### src/rtl/thinpad_mem_pkg.sv
// Shared types and constants for the SRAM/UART memory arbiter.
// UART states exist only when UART_MMIO_EN is defined.
package thinpad_mem_pkg;

  localparam int unsigned RAM_ADDR_W_DEF     = 18;
  localparam logic [15:0] NOP_INSTR          = 16'h0800;
  localparam logic [15:0] UART_DATA_ADDR_DEF = 16'hBF00;
  localparam logic [15:0] UART_STAT_ADDR_DEF = 16'hBF01;

  typedef enum logic [2:0] {
    ST_IDLE     = 3'd0,
    ST_RD       = 3'd1,
    ST_WR1      = 3'd2,
    ST_WR2      = 3'd3
`ifdef UART_MMIO_EN
    ,
    ST_UART_RD1 = 3'd4,
    ST_UART_RD2 = 3'd5,
    ST_UART_WR1 = 3'd6,
    ST_UART_WR2 = 3'd7
`endif
  } state_e;

  typedef enum logic [1:0] {
    CLS_SRAM,
    CLS_UART_DATA,
    CLS_UART_STAT
  } addr_class_e;

  // Request granted in IDLE this cycle, after priority and address decode.
  typedef enum logic [2:0] {
    REQ_NONE,
    REQ_IF_RD,
    REQ_MEM_RD,
    REQ_MEM_WR,
    REQ_UART_RD,
    REQ_UART_WR,
    REQ_STAT_RD,
    REQ_STAT_WR
  } req_e;

  typedef enum logic {
    OWN_IF,
    OWN_MEM
  } owner_e;

endpackage

### src/rtl/mem_arbiter_if.sv
// Pipeline-side request/response bundle of the memory arbiter.
// master = IF/MEM pipeline stages, slave = arbiter.
interface mem_arbiter_if;
  logic        if_req;
  logic [15:0] if_addr;
  logic [15:0] if_rdata;
  logic        if_done;
  logic        if_stall;
  logic        mem_rd;
  logic        mem_wr;
  logic [15:0] mem_addr;
  logic [15:0] mem_wdata;
  logic [15:0] mem_rdata;
  logic        mem_done;

  modport master (
    output if_req, if_addr, mem_rd, mem_wr, mem_addr, mem_wdata,
    input  if_rdata, if_done, if_stall, mem_rdata, mem_done
  );

  modport slave (
    input  if_req, if_addr, mem_rd, mem_wr, mem_addr, mem_wdata,
    output if_rdata, if_done, if_stall, mem_rdata, mem_done
  );
endinterface

### src/rtl/mem_arbiter_addr_decode.sv
// Classifies a MEM-stage word address as SRAM, UART data or UART status.
// Without UART_MMIO_EN every address is SRAM.
module mem_addr_decode
  import thinpad_mem_pkg::*;
#(
  parameter logic [15:0] UART_DATA_ADDR = UART_DATA_ADDR_DEF,
  parameter logic [15:0] UART_STAT_ADDR = UART_STAT_ADDR_DEF
) (
  input  logic [15:0] addr_i,
  output addr_class_e class_o
);

`ifdef UART_MMIO_EN
  // NOTE: every always_comb output gets a default first, so no path infers a latch.
  always_comb begin
    class_o = CLS_SRAM;
    if (addr_i == UART_DATA_ADDR) begin
      class_o = CLS_UART_DATA;
    end else if (addr_i == UART_STAT_ADDR) begin
      class_o = CLS_UART_STAT;
    end
  end
`else
  logic unused_decode;
  assign unused_decode = ^{addr_i, UART_DATA_ADDR, UART_STAT_ADDR};
  assign class_o       = CLS_SRAM;
`endif

endmodule

### src/rtl/mem_arbiter.sv
// Single-port SRAM arbiter for IF and MEM stages, MEM first; all bus pins registered.
// UART_MMIO_EN adds the memory-mapped UART data/status registers.
module mem_arbiter
  import thinpad_mem_pkg::*;
#(
  parameter logic [15:0] UART_DATA_ADDR = UART_DATA_ADDR_DEF,
  parameter logic [15:0] UART_STAT_ADDR = UART_STAT_ADDR_DEF,
  parameter int unsigned RAM_ADDR_W     = RAM_ADDR_W_DEF
) (
  input  logic                  clk,
  input  logic                  rst,
  mem_arbiter_if.slave          bus,
  output logic [RAM_ADDR_W-1:0] ram_addr,
  output logic [15:0]           ram_dout,
  output logic                  ram_doe,
  input  logic [15:0]           ram_din,
  output logic                  ram_ce_n,
  output logic                  ram_oe_n,
  output logic                  ram_we_n,
  output logic                  uart_rdn,
  output logic                  uart_wrn,
  input  logic                  uart_tbre,
  input  logic                  uart_tsre,
  input  logic                  uart_data_ready
);

  state_e                  state_q, state_d;
  owner_e                  owner_q, owner_d;
  req_e                    req;
  addr_class_e             mem_cls;
  logic                    can_accept;
  logic [RAM_ADDR_W-1:0]   ram_addr_q, ram_addr_d;
  logic [15:0]             ram_dout_q, ram_dout_d;
  logic                    ram_doe_q, ram_doe_d;
  logic                    ce_n_q, ce_n_d, oe_n_q, oe_n_d, we_n_q, we_n_d;
  logic                    if_done_q, if_done_d, mem_done_q, mem_done_d;
  logic [15:0]             if_rdata_q, if_rdata_d, mem_rdata_q, mem_rdata_d;
`ifdef UART_MMIO_EN
  logic                    uart_rdn_q, uart_rdn_d, uart_wrn_q, uart_wrn_d;
`else
  logic                    unused_uart_status;
  assign unused_uart_status = ^{uart_tbre, uart_tsre, uart_data_ready};
`endif

  function automatic logic [RAM_ADDR_W-1:0] word_addr(input logic [15:0] a);
    return {{(RAM_ADDR_W-16){1'b0}}, a};
  endfunction

  mem_addr_decode #(
    .UART_DATA_ADDR (UART_DATA_ADDR),
    .UART_STAT_ADDR (UART_STAT_ADDR)
  ) u_decode (
    .addr_i  (bus.mem_addr),
    .class_o (mem_cls)
  );

  // The done-low condition gives requesters one idle cycle to drop or advance.
  assign can_accept = (state_q == ST_IDLE) && !if_done_q && !mem_done_q;

  always_comb begin
    req = REQ_NONE;
    if (can_accept) begin
      if (bus.mem_wr) begin
        case (mem_cls)
          CLS_UART_DATA: req = REQ_UART_WR;
          CLS_UART_STAT: req = REQ_STAT_WR;
          default:       req = REQ_MEM_WR;
        endcase
      end else if (bus.mem_rd) begin
        case (mem_cls)
          CLS_UART_DATA: req = REQ_UART_RD;
          CLS_UART_STAT: req = REQ_STAT_RD;
          default:       req = REQ_MEM_RD;
        endcase
      end else if (bus.if_req) begin
        req = REQ_IF_RD;
      end
    end
  end

  // NOTE: sequential state uses non-blocking assignments only, so every flop samples pre-edge values.
  always_ff @(posedge clk or negedge rst) begin
    if (!rst) state_q <= ST_IDLE;
    else      state_q <= state_d;
  end

  always_comb begin
    state_d = state_q;
    case (state_q)
      ST_IDLE: begin
        case (req)
          REQ_IF_RD, REQ_MEM_RD: state_d = ST_RD;
          REQ_MEM_WR:            state_d = ST_WR1;
`ifdef UART_MMIO_EN
          REQ_UART_RD:           state_d = ST_UART_RD1;
          REQ_UART_WR:           state_d = ST_UART_WR1;
`endif
          default:               state_d = ST_IDLE;
        endcase
      end
      ST_WR1:      state_d = ST_WR2;
`ifdef UART_MMIO_EN
      ST_UART_RD1: state_d = ST_UART_RD2;
      ST_UART_WR1: state_d = ST_UART_WR2;
`endif
      default:     state_d = ST_IDLE;
    endcase
  end

  // Next values of the registered pins; strobes idle high unless a state pulls them.
  always_comb begin
    owner_d     = owner_q;
    ram_addr_d  = ram_addr_q;
    ram_dout_d  = ram_dout_q;
    if_rdata_d  = if_rdata_q;
    mem_rdata_d = mem_rdata_q;
    ram_doe_d   = 1'b0;
    ce_n_d      = 1'b1;
    oe_n_d      = 1'b1;
    we_n_d      = 1'b1;
    if_done_d   = 1'b0;
    mem_done_d  = 1'b0;
`ifdef UART_MMIO_EN
    uart_rdn_d  = 1'b1;
    uart_wrn_d  = 1'b1;
`endif
    case (state_q)
      ST_IDLE: begin
        case (req)
          REQ_IF_RD: begin
            owner_d    = OWN_IF;
            ram_addr_d = word_addr(bus.if_addr);
            ce_n_d     = 1'b0;
            oe_n_d     = 1'b0;
          end
          REQ_MEM_RD: begin
            owner_d    = OWN_MEM;
            ram_addr_d = word_addr(bus.mem_addr);
            ce_n_d     = 1'b0;
            oe_n_d     = 1'b0;
          end
          REQ_MEM_WR: begin
            ram_addr_d = word_addr(bus.mem_addr);
            ram_dout_d = bus.mem_wdata;
            ram_doe_d  = 1'b1;
            ce_n_d     = 1'b0;
          end
`ifdef UART_MMIO_EN
          REQ_UART_RD: uart_rdn_d = 1'b0;
          REQ_UART_WR: begin
            ram_dout_d = bus.mem_wdata;
            ram_doe_d  = 1'b1;
          end
          REQ_STAT_RD: begin
            mem_rdata_d = {14'b0, uart_data_ready, uart_tbre & uart_tsre};
            mem_done_d  = 1'b1;
          end
`endif
          REQ_STAT_WR: mem_done_d = 1'b1;
          default: ;
        endcase
      end
      ST_RD: begin
        if (owner_q == OWN_IF) begin
          if_rdata_d = ram_din;
          if_done_d  = 1'b1;
        end else begin
          mem_rdata_d = ram_din;
          mem_done_d  = 1'b1;
        end
      end
      ST_WR1: begin
        ram_doe_d = 1'b1;
        ce_n_d    = 1'b0;
        we_n_d    = 1'b0;
      end
      ST_WR2: begin
        ram_doe_d  = 1'b1;
        mem_done_d = 1'b1;
      end
`ifdef UART_MMIO_EN
      ST_UART_RD1: uart_rdn_d = 1'b0;
      ST_UART_RD2: begin
        mem_rdata_d = ram_din;
        mem_done_d  = 1'b1;
      end
      ST_UART_WR1: begin
        ram_doe_d  = 1'b1;
        uart_wrn_d = 1'b0;
      end
      ST_UART_WR2: begin
        ram_doe_d  = 1'b1;
        mem_done_d = 1'b1;
      end
`endif
      default: ;
    endcase
  end

  always_ff @(posedge clk or negedge rst) begin
    if (!rst) begin
      owner_q     <= OWN_IF;
      ram_addr_q  <= '0;
      ram_dout_q  <= '0;
      ram_doe_q   <= 1'b0;
      ce_n_q      <= 1'b1;
      oe_n_q      <= 1'b1;
      we_n_q      <= 1'b1;
      if_done_q   <= 1'b0;
      mem_done_q  <= 1'b0;
      if_rdata_q  <= NOP_INSTR;
      mem_rdata_q <= '0;
`ifdef UART_MMIO_EN
      uart_rdn_q  <= 1'b1;
      uart_wrn_q  <= 1'b1;
`endif
    end else begin
      owner_q     <= owner_d;
      ram_addr_q  <= ram_addr_d;
      ram_dout_q  <= ram_dout_d;
      ram_doe_q   <= ram_doe_d;
      ce_n_q      <= ce_n_d;
      oe_n_q      <= oe_n_d;
      we_n_q      <= we_n_d;
      if_done_q   <= if_done_d;
      mem_done_q  <= mem_done_d;
      if_rdata_q  <= if_rdata_d;
      mem_rdata_q <= mem_rdata_d;
`ifdef UART_MMIO_EN
      uart_rdn_q  <= uart_rdn_d;
      uart_wrn_q  <= uart_wrn_d;
`endif
    end
  end

  assign ram_addr      = ram_addr_q;
  assign ram_dout      = ram_dout_q;
  assign ram_doe       = ram_doe_q;
  assign ram_ce_n      = ce_n_q;
  assign ram_oe_n      = oe_n_q;
  assign ram_we_n      = we_n_q;
  assign bus.if_rdata  = if_rdata_q;
  assign bus.if_done   = if_done_q;
  assign bus.if_stall  = bus.if_req & ~if_done_q;
  assign bus.mem_rdata = mem_rdata_q;
  assign bus.mem_done  = mem_done_q;
`ifdef UART_MMIO_EN
  assign uart_rdn      = uart_rdn_q;
  assign uart_wrn      = uart_wrn_q;
`else
  assign uart_rdn      = 1'b1;
  assign uart_wrn      = 1'b1;
`endif

endmodule

### src/flat_wrapper.sv
// flat-port wrapper written by rule: the top's interface ports become plain ports
module mem_arbiter_flat import thinpad_mem_pkg::*;
#(
  parameter logic [15:0] UART_DATA_ADDR = UART_DATA_ADDR_DEF,
  parameter logic [15:0] UART_STAT_ADDR = UART_STAT_ADDR_DEF,
  parameter int unsigned RAM_ADDR_W     = RAM_ADDR_W_DEF
)
  (clk, rst, ram_addr, ram_dout, ram_doe, ram_din, ram_ce_n, ram_oe_n, ram_we_n, uart_rdn, uart_wrn, uart_tbre, uart_tsre, uart_data_ready, bus_if_req, bus_if_addr, bus_mem_rd, bus_mem_wr, bus_mem_addr, bus_mem_wdata, bus_if_rdata, bus_if_done, bus_if_stall, bus_mem_rdata, bus_mem_done);
  mem_arbiter_if bus_i ();
  input  logic clk;
  input  logic rst;
  output logic [RAM_ADDR_W-1:0] ram_addr;
  output logic [15:0] ram_dout;
  output logic ram_doe;
  input  logic [15:0] ram_din;
  output logic ram_ce_n;
  output logic ram_oe_n;
  output logic ram_we_n;
  output logic uart_rdn;
  output logic uart_wrn;
  input  logic uart_tbre;
  input  logic uart_tsre;
  input  logic uart_data_ready;
  input wire logic [$bits(bus_i.if_req)-1:0] bus_if_req;
  input wire logic [$bits(bus_i.if_addr)-1:0] bus_if_addr;
  input wire logic [$bits(bus_i.mem_rd)-1:0] bus_mem_rd;
  input wire logic [$bits(bus_i.mem_wr)-1:0] bus_mem_wr;
  input wire logic [$bits(bus_i.mem_addr)-1:0] bus_mem_addr;
  input wire logic [$bits(bus_i.mem_wdata)-1:0] bus_mem_wdata;
  output wire logic [$bits(bus_i.if_rdata)-1:0] bus_if_rdata;
  output wire logic [$bits(bus_i.if_done)-1:0] bus_if_done;
  output wire logic [$bits(bus_i.if_stall)-1:0] bus_if_stall;
  output wire logic [$bits(bus_i.mem_rdata)-1:0] bus_mem_rdata;
  output wire logic [$bits(bus_i.mem_done)-1:0] bus_mem_done;
  assign bus_i.if_req = bus_if_req;
  assign bus_i.if_addr = bus_if_addr;
  assign bus_i.mem_rd = bus_mem_rd;
  assign bus_i.mem_wr = bus_mem_wr;
  assign bus_i.mem_addr = bus_mem_addr;
  assign bus_i.mem_wdata = bus_mem_wdata;
  assign bus_if_rdata = bus_i.if_rdata;
  assign bus_if_done = bus_i.if_done;
  assign bus_if_stall = bus_i.if_stall;
  assign bus_mem_rdata = bus_i.mem_rdata;
  assign bus_mem_done = bus_i.mem_done;
  mem_arbiter #(.UART_DATA_ADDR(UART_DATA_ADDR), .UART_STAT_ADDR(UART_STAT_ADDR), .RAM_ADDR_W(RAM_ADDR_W)) u_core (.clk(clk), .rst(rst), .bus(bus_i), .ram_addr(ram_addr), .ram_dout(ram_dout), .ram_doe(ram_doe), .ram_din(ram_din), .ram_ce_n(ram_ce_n), .ram_oe_n(ram_oe_n), .ram_we_n(ram_we_n), .uart_rdn(uart_rdn), .uart_wrn(uart_wrn), .uart_tbre(uart_tbre), .uart_tsre(uart_tsre), .uart_data_ready(uart_data_ready));
endmodule
### config.mk
export PLATFORM = sky130hd
export DESIGN_NAME = mem_arbiter_flat
export DESIGN_NICKNAME = d
export VERILOG_FILES = /design/src/rtl/thinpad_mem_pkg.sv /design/src/rtl/mem_arbiter_if.sv /design/src/rtl/mem_arbiter_addr_decode.sv /design/src/rtl/mem_arbiter.sv /design/src/flat_wrapper.sv
export SDC_FILE = /design/constraint.sdc
export NUM_CORES = 1
export LEC_CHECK = 0
export CAP_MARGIN = 20
export CORE_ASPECT_RATIO = 0.5
export CORE_MARGIN = 4
export CORE_UTILIZATION = 44
export CTS_CLUSTER_SIZE = 12
export DETAILED_ROUTE_END_ITERATION = 10
export GPL_TIMING_DRIVEN = 0
export PLACE_DENSITY = 0.86
export SLEW_MARGIN = 10
export SYNTH_ARGS = -nofsm -noshare
export SYNTH_HDL_FRONTEND = slang
export SYNTH_SLANG_ARGS = --single-unit
### constraint.sdc
create_clock -name clk -period 5.1 [get_ports clk]
set_clock_uncertainty 0.1 [all_clocks]
set_input_delay 0.51 -clock clk [delete_from_list [all_inputs] [get_ports clk]]
set_output_delay 0.51 -clock clk [all_outputs]
set_load 0.02 [all_outputs]
==> impl_metrics.py, run 1 <==
metrics = {
    "hold_path": {
        "min_delay_path_depth": 1,
        "hp-start": "u_core.ram_dout[1]$_DFFE_PN0P_",
        "min_to": "u_core.ram_dout[1]$_DFFE_PN0P_",
        "hold_class": "flip-flop to flip-flop",
    },
    "sta": {
        "relSlewSlack_pct": 65.2,
        "worst_pin_slew_ps": 521,
        "drv_slew": 0,
        "fmaxAchievable_ghz": 0.372,
        "finalSetupViolations": 0,
        "rsz0062_at_grt": "no",
        "finalCritPeriodShare_pct": 52.7,
        "finalHoldViolCount": 0,
        "finalCriticalPeriod_ps": 2690,
        "whs_ps": 401,
        "finalSetupTns_ps": 0,
    },
    "clock_tree": {
        "cts_tree": "built",
        "cts_max_path_buffers": 2,
        "h-tree-depth": 3,
        "cts.sinks": 73,
        "clk_pin_slew_worst_paths_ps": 50,
        "post_cts_buffers": 0,
        "ctsHoldBuffers": 1,
        "post_cts_resize_count": 0,
        "root_buffer": "clkbuf_16",
        "cts_buffers": 9,
        "clk_latency_ps": 320,
    },
    "logic_synthesis": {
        "synth-compound-area-share_pct": 3.56,
        "yosysTopAreaCell": "dfrtp_1",
        "synth.most_common_cell": "dfrtp_1",
        "ys_ff_latch": 73,
        "yosys.area_share.simple_pct": 5.46,
        "avgSynthCellArea_sq_um": 14.3,
        "synth_cells": 212,
        "synth.top_cells.by_count": "dfrtp_1 (69), mux2_2 (40), nor2_1 (21), a21oi_1 (16), mux2i_1 (16)",
        "async_reset_ff_share_pct": 100,
        "synthXorXnorAreaFrac_pct": 0,
        "synthFlopType": "dfrtp_1",
        "synthAdderAreaFrac_pct": 1.24,
        "muxShareOfSynthArea_pct": 24.7,
        "synth.top_cell.area_share_pct": 57.1,
        "synth_top_family_by_area": "multiplexers",
        "ys_types": 28,
        "syn_area_sq_um": 3020,
        "synth_area_leaders": "dfrtp_1 (57%), mux2_2 (15%), mux2i_1 (5.3%)",
        "seq_area_frac_synth_pct": 60.6,
        "yosys_warnings": 0,
        "synth-edff-count": 0,
    },
    "power": {
        "p_sw_share_pct": 35.7,
        "pwr-share-comb_pct": 52.1,
        "pwr-share-clk_pct": 18.1,
        "netSwitchingPower_uw": 1250,
        "p_leak_uw": 0.00214,
        "ir_drop_uv": 366,
        "power_density_nw_per_um2": 714,
        "seqPwrFrac_pct": 29.8,
        "p_int_uw": 2240,
    },
    "drt": {
        "ant_nets": 0,
        "wl_mm": 7.67,
        "first_iter_violations": 126,
        "viasPerCell": 4.77,
        "drc_errors": 0,
        "drt_pass1_iterations": 4,
        "routedWlPerCell_um": 16.6,
        "dr_total_vias": 2210,
    },
    "grt": {
        "grt.total_usage_pct": 18.7,
        "grt_max_degree": 58,
        "grt_pass1_wl_mm": 12.2,
        "gr-total-overflow": 0,
        "antenna_found_initial": 0,
        "grt_pass1_vias": 2481,
    },
    "worst_setup_path": {
        "required_ps": 5180,
        "end_kind": "flip-flop",
        "crit_chain": "buf_4, nor4_1, o21a_1, inv_1, ha_1, nor2_2, buf_6, mux2i_1, a21oi_1",
        "r2r_end": "u_core.ram_addr[14]$_DFFE_PN0P_",
        "critPathArrivalTime_ps": 2770,
        "cp_max_fo": 10,
        "r2r_setup_slack_ps": 2410,
        "r2r_cells": 9,
        "slowest_delay_ps": 440,
        "crit_type": "flip-flop to flip-flop",
        "r2r_start": "u_core.state_q[0]$_DFF_PN0_",
        "crit_family": "simple AND/OR/NAND/NOR gates",
        "cp_num_buf_inv": 3,
        "critPathLaunchType": "flip-flop",
        "slowest_stage": "nor2_2",
    },
    "placed_design": {
        "place_congestion": 0.766,
        "dp_hpwl_mm": 5.82,
        "dpl.cell_count": 446,
        "placed_area_sq_um": 4560,
        "port_buffers": 139,
    },
    "final_layout": {
        "drive_gt1_share_pct": 23.5,
        "nNetsFinal": 441,
        "diodes": 0,
        "design_area_sq_um": 4880,
        "area_delta_synth_final_pct": 61.5,
        "fin_cells": 463,
        "utilization_pct": 73.1,
    },
    "run": {
        "maxCapViolations": 0,
    },
    "floorplan": {
        "die-area_sq_um": 8340,
        "io_pins": 147,
        "row_count": 21,
        "die_h_um": 66.6,
        "core_sq_um": 6670,
        "start_util_pct": 45.3,
        "die_w_um": 125,
    },
    "status": {
        "status": "finished clean",
    },
}
==> layout make-up <==
cell class | instances | area [sq um]
Timing Repair Buffer | 141 | 1430
Inverter | 3 | 11.3
Clock buffer | 14 | 274
Multi-Input combinational cell | 124 | 1070
Buffer | 14 | 116
Fill cell | 454 | 1790
Clock inverter | 2 | 35.0
Tap cell | 92 | 115
Sequential cell | 73 | 1830
==> state kept, by name, indices dropped and copies added, names as in the netlist, 2 cells and up <==
signal and flops:
u_core.ram_dout 16, u_core.state_q 2, u_core.ram_addr 16, u_core.bus.mem_rdata 16, u_core.bus.if_rdata 16
==> cell families after synthesis <==
kind of cell	after synthesis
compound gates	20
fa+ha+maj	3
buf+inv	17
flops	73
mux	65
other cells	2
simple gates	32
==> worst max-delay path by stage <==
stage	startpoint	to	cells after the start	slack [ps]
after floorplan	u_core.state_q[0]$_DFF_PN0_	u_core.ram_addr[10]$_DFFE_PN0P_	9	2840
after global placement	rst	u_core.ram_dout[0]$_DFFE_PN0P_	1	1140
after detailed placement	bus_if_req	u_core.ram_addr[7]$_DFFE_PN0P_	9	2300
after CTS	u_core.state_q[0]$_DFF_PN0_	u_core.ram_addr[14]$_DFFE_PN0P_	9	2390
after global routing	u_core.state_q[0]$_DFF_PN0_	u_core.ram_addr[7]$_DFFE_PN0P_	9	2280
final	u_core.state_q[0]$_DFF_PN0_	u_core.ram_addr[14]$_DFFE_PN0P_	9	2410
==> layer usage <==
metal	wire [um]	GRT usage [%]	vias to the layer above	share of wire, %
li1	-	-	1021	-
met2	4500	37.7	54	59
met3	242	3.84	8	3.2
met1	2820	19.6	1127	37
met4	106	6.89	0	1.4
met5	0	0	-	0
==> power by group through the flow <==
| stage | Sequential [uW] | Clock [uW] | Combinational, uW |
|---|---|---|---|
| 6_report | 1040 | 632 | 1810 |
| 2_1_floorplan | 1370 | 0 | 689 |
| 3_5_place_dp | 1050 | 0 | 1820 |
| 5_1_grt | 1080 | 675 | 1930 |
| 3_3_place_gp | 1020 | 0 | 1770 |
| 4_1_cts | 1040 | 647 | 1840 |
==> metrics by stage <==
step | power (uW) | worst slack (ps)
after floorplan | 2060 | 2840
after global placement | 2800 | 1140
after detailed placement | 2870 | 2300
after CTS | 3530 | 2390
after global routing | 3680 | 2280
final | 3490 | 2410
==> cell usage in the layout, fill, tap and decap left out, types with 2 or more instances in the layout <==
cell             instances
clkdlybuf4s50_1        138
dfrtp_1                 69
mux2_2                  40
nor2_1                  21
mux2i_1                 16
a21oi_1                 16
mux2_4                   9
clkbuf_16                9
buf_4                    6
buf_6                    4
conb_1                   4
dfstp_2                  4
inv_1                    3
clkbuf_1                 3
buf_2                    3
ha_1                     3
clkbuf_8                 3
nor2b_1                  2
o21a_1                   2
Note: power is estimated with default switching activity, not from simulation.
==> run 2, diff against run 1 <==
CORE_UTILIZATION = 40   (was 44)
PLACE_DENSITY = 0.79   (was 0.86)
clock period = 2.66 ns   (was 5.1 ns; I/O delays follow)
==> impl_metrics.py, run 2 (same netlist as run 1, synthesis figures left out) <==
metrics = {
    "final_layout": {
        "multi_input_area_sq_um": 1080,
        "final-seq-area_sq_um": 1830,
        "nNetsFinal": 444,
        "layout_common_cells": "clkdlybuf4s50_1 (138), dfrtp_1 (69), mux2_2 (40), nor2_1 (21)",
        "area_delta_synth_final_pct": 61.7,
        "design_area_sq_um": 4890,
        "final_common_cell": "clkdlybuf4s50_1",
        "fillers": 554,
        "fin_cells": 470,
        "drive_gt1_share_pct": 24.1,
        "diodes": 0,
    },
    "grt": {
        "grt.total_usage_pct": 17.8,
        "gr-total-overflow": 0,
        "grt_max_degree": 40,
        "grt_pass1_wl_mm": 12.5,
        "antenna_found_initial": 0,
        "grt_pass1_vias": 2522,
    },
    "power": {
        "p_leak_uw": 0.00214,
        "netSwitchingPower_uw": 2400,
        "power_density_nw_per_um2": 1370,
        "pwr-share-clk_pct": 17.4,
        "p_int_uw": 4290,
        "p_sw_share_pct": 35.9,
        "seqPwrFrac_pct": 29.6,
        "ir_drop_uv": 703,
        "pwr-share-comb_pct": 53.0,
    },
    "clock_tree": {
        "cts_buffers": 9,
        "cts_max_path_buffers": 2,
        "cts.sinks": 73,
        "clk_pin_slew_worst_paths_ps": 50,
        "cts_tree": "built",
        "clk_latency_ps": 320,
        "root_buffer": "clkbuf_16",
        "h-tree-depth": 3,
    },
    "floorplan": {
        "start_util_pct": 41.3,
        "die_w_um": 131,
        "io_pins": 147,
        "die-area_sq_um": 9100,
        "row_count": 22,
        "core_sq_um": 7320,
        "die_h_um": 69.5,
    },
    "drt": {
        "drc_errors": 0,
        "dr_total_vias": 2237,
        "first_iter_violations": 103,
        "drt_pass1_iterations": 4,
        "wl_mm": 7.66,
        "routedWlPerCell_um": 16.3,
        "viasPerCell": 4.76,
        "ant_nets": 0,
    },
    "worst_setup_path": {
        "crit_type": "flip-flop to flip-flop",
        "critPathLaunchType": "flip-flop",
        "r2r_setup_slack_ps": 210,
        "required_ps": 2770,
        "end_kind": "flip-flop",
        "cp_max_fo": 10,
        "critPathArrivalTime_ps": 2560,
    },
    "placed_design": {
        "port_buffers": 139,
        "placed_area_sq_um": 4560,
        "dpl.cell_count": 450,
        "place_congestion": 0.748,
        "dp_hpwl_mm": 5.86,
    },
    "hold_path": {
        "hold_class": "input pin to asynchronous set/reset pin",
    },
    "sta": {
        "finalHoldViolCount": 0,
        "rsz0062_at_grt": "no",
        "finalCriticalPeriod_ps": 2450,
        "finalCritPeriodShare_pct": 92.2,
        "finalSetupViolations": 0,
        "finalSetupTns_ps": 0,
        "worst_pin_slew_ps": 530,
        "fmaxAchievable_ghz": 0.408,
        "relSlewSlack_pct": 64.6,
        "drv_slew": 0,
    },
    "status": {
        "status": "finished clean",
    },
    "run": {
        "maxCapViolations": 0,
    },
}
run 2: area by class of cell:
type	instances	share of cell area [%]
tap	96	2.46
multi-input combinational	124	22.0
clock inverter	3	0.819
clock buffer	13	5.12
inverter	3	0.230
sequential	73	37.5
buffer	14	2.41
timing repair buffer	144	29.5
run 2: worst max-delay path, cell delays in order (launching register included):
cell and delay (ps):
dfrtp_1 360, buf_4 170, nor4_1 370, o21ai_0 190, inv_1 110, ha_1 220
and2_1 170, buf_6 140, buf_6 150, mux2_2 340
run 2: through the flow:
step           power, uW  util (%)  setup WS (ps)  hold slack, ps
5_1_grt             7080      66.8           39.0             404
3_5_place_dp        5500      62.3           34.8             149
4_1_cts             6720      66.4           99.9             341
2_1_floorplan       3950         -            398            -130
6_report            6690      66.8            206             352
3_3_place_gp        5380      62.0          -1100             389
run 2: metal layers:
metal | part of all wire [%] | GRT usage, % | vias to the layer above
li1 | - | - | 1035
met1 | 38 | 19.5 | 1128
met2 | 55 | 32.0 | 56
met3 | 4.2 | 5.85 | 18
met4 | 2.1 | 6.39 | 0
met5 | 0 | 0 | -
run 2: power groups by stage:
stage	combinational (uW)	clock, uW	sequential, uW
5_1_grt	3780	1250	2050
4_1_cts	3530	1200	1990
2_1_floorplan	1320	0	2630
3_5_place_dp	3500	0	2000
6_report	3550	1170	1980
3_3_place_gp	3410	0	1970
run 2: path summary, 6_finish.rpt:
path                                                 from                               to  depth (start not counted)
max in group asynchronous                             rst        u_core.ram_oe_n$_DFF_PN1_                          3
hold / removal                                        rst   u_core.ram_addr[7]$_DFFE_PN0P_                          2
hold reg to reg            u_core.ram_dout[0]$_DFFE_PN0P_   u_core.ram_dout[0]$_DFFE_PN0P_                          1
setup reg to reg              u_core.state_q[0]$_DFF_PN0_  u_core.ram_dout[10]$_DFFE_PN0P_                          9
min in group clk           u_core.ram_dout[0]$_DFFE_PN0P_   u_core.ram_dout[0]$_DFFE_PN0P_                          1
setup / recovery              u_core.state_q[0]$_DFF_PN0_  u_core.ram_dout[10]$_DFFE_PN0P_                          9
run 2: what timing repair did:
item,in CTS,in global routing
pin swaps,0,1
endpoints found under the setup margin,2,10
resized for setup,1,2
endpoints found under the hold margin,32,0
gates cloned,0,0
hold buffers,1,0
setup buffers,0,3
==> run 3, diff against run 2 <==
ABC_CLOCK_PERIOD_IN_PS = 2660   (was not set)
SLEW_MARGIN = 5   (was 10)
==> impl_metrics.py, run 3 (same netlist as run 1, synthesis figures left out) <==
metrics = {
    "status": {
        "status": "finished clean",
    },
    "run": {
        "maxCapViolations": 0,
    },
    "final_layout": {
        "final_common_cell": "clkdlybuf4s50_1",
        "area_delta_synth_final_pct": 61.4,
        "drive_gt1_share_pct": 23.7,
        "design_area_sq_um": 4880,
        "diodes": 0,
        "nNetsFinal": 441,
        "layout_common_cells": "clkdlybuf4s50_1 (138), dfrtp_1 (69), mux2_2 (40), nor2_1 (21)",
    },
    "hold_path": {
        "min_to": "u_core.ram_dout[1]$_DFFE_PN0P_",
        "min_delay_path_depth": 1,
        "hp-start": "u_core.ram_dout[1]$_DFFE_PN0P_",
        "hold_class": "flip-flop to flip-flop",
    },
    "worst_setup_path": {
        "critPathLaunchType": "flip-flop",
        "crit_type": "flip-flop to flip-flop",
        "cp_max_fo": 10,
        "required_ps": 2760,
        "r2r_cells": 9,
        "r2r_end": "u_core.ram_dout[10]$_DFFE_PN0P_",
        "critPathArrivalTime_ps": 2590,
        "end_kind": "flip-flop",
        "r2r_start": "u_core.state_q[0]$_DFF_PN0_",
        "r2r_setup_slack_ps": 170,
    },
    "floorplan": {
        "die-area_sq_um": 9100,
        "start_util_pct": 41.3,
        "io_pins": 147,
        "die_w_um": 131,
        "die_h_um": 69.5,
        "core_sq_um": 7320,
        "row_count": 22,
    },
    "sta": {
        "setup_slack_ps": 173,
        "finalSetupViolations": 0,
        "relSlewSlack_pct": 65.2,
        "finalCritPeriodShare_pct": 93.5,
        "fmaxAchievable_ghz": 0.402,
        "drv_slew": 0,
        "worst_pin_slew_ps": 522,
        "finalHoldViolCount": 0,
        "finalCriticalPeriod_ps": 2490,
    },
    "clock_tree": {
        "h-tree-depth": 3,
        "post_cts_buffers": 0,
        "root_buffer": "clkbuf_16",
        "cts.sinks": 73,
        "cts_buffers": 9,
        "clk_latency_ps": 320,
        "cts_tree": "built",
        "clk_pin_slew_worst_paths_ps": 60,
        "cts_max_path_buffers": 2,
    },
    "power": {
        "power_density_nw_per_um2": 1370,
        "ir_drop_uv": 626,
        "p_leak_uw": 0.00213,
    },
    "drt": {
        "routedWlPerCell_um": 16.8,
        "wl_mm": 7.86,
        "drc_errors": 0,
        "drt_pass1_iterations": 4,
        "ant_nets": 0,
        "viasPerCell": 4.80,
        "dr_total_vias": 2242,
        "first_iter_violations": 114,
    },
    "grt": {
        "grtUsageMet2_pct": 32.2,
        "antenna_found_initial": 0,
        "use_met3_pct": 4.92,
        "grt.total_usage_pct": 17.9,
        "grtUsageMet1_pct": 19.9,
        "grt_pass1_vias": 2541,
        "grt-busiest-layer": "met2",
        "grt_pass1_wl_mm": 12.8,
        "grt_max_degree": 74,
        "gr-total-overflow": 0,
    },
    "placed_design": {
        "port_buffers": 139,
        "dp_hpwl_mm": 5.79,
        "place_congestion": 0.748,
        "dpl_worst_slack_ps": -16.7,
        "placed_area_sq_um": 4570,
    },
}
==> run 3: how the worst max path moves through the flow <==
| stage | end | depth (start not counted) | startpoint | slack, ps |
|---|---|---|---|---|
| CTS | u_core.ram_addr[8]$_DFFE_PN0P_ | 9 | u_core.state_q[0]$_DFF_PN0_ | 100 |
| detailed placement | u_core.ram_addr[8]$_DFFE_PN0P_ | 9 | u_core.state_q[0]$_DFF_PN0_ | -20 |
| floorplan | u_core.ram_addr[10]$_DFFE_PN0P_ | 9 | u_core.state_q[0]$_DFF_PN0_ | 400 |
| global route | u_core.ram_dout[9]$_DFFE_PN0P_ | 9 | u_core.state_q[0]$_DFF_PN0_ | -20 |
| finish | u_core.ram_dout[10]$_DFFE_PN0P_ | 9 | u_core.state_q[0]$_DFF_PN0_ | 170 |
| global placement | u_core.bus.mem_rdata[10]$_DFFE_PN0P_ | 1 | rst | -1100 |
==> run 3: what timing repair did <==
action / in CTS / in global routing
setup endpoints to repair: 4 / 19
hold buffers: 1 / 0
resized for setup: 1 / 3
endpoints found under the hold margin: 69 / 0
==> run 3: report_power, final <==
| part | switching [uW] | internal (uW) |
|---|---|---|
| Sequential | 292 | 1690 |
| Clock | 427 | 749 |
| Combinational | 1700 | 1810 |
| Total | 2420 | 4260 |
==> run 3: area by class of cell <==
cell class / instances / area, sq um
clock buffers: 13 / 250
plain buffers: 14 / 118
inverters: 3 / 11.3
fillers: 552 / 2440
well taps: 96 / 120
multi-input cells: 124 / 1080
flip-flops and latches: 73 / 1830
clock inverters: 3 / 40.0
repair buffers: 141 / 1430
==> run 3: worst max-delay path, stage by stage, from the launching register on <==
cell and delay (ps):
dfrtp_1 370, buf_4 180, nor4_2 340, o21ai_0 200, inv_1 120, ha_1 240
and2_1 180, buf_6 140, buf_6 150, mux2_2 340
==> run 3: metal layers <==
layer | part of all wire [%] | vias up
li1 | - | 1025
met1 | 38 | 1131
met2 | 55 | 65
met3 | 4.3 | 21
met4 | 2.9 | 0
met5 | 0 | -
==> run 3: per-stage QoR <==
stage / TNS (ps) / cells / total power (uW) / utilization [%] / hold slack, ps
CTS: 0 / 467 / 6740 / 66.5 / 406
global placement: -77080 / 449 / 5380 / 62.0 / 389
floorplan: 0 / 214 / 3950 / - / -130
global route: -92.3 / 467 / 7060 / 66.6 / 408
finish: 0 / 467 / 6670 / 66.6 / 403
detailed placement: -16.7 / 450 / 5500 / 62.4 / 206
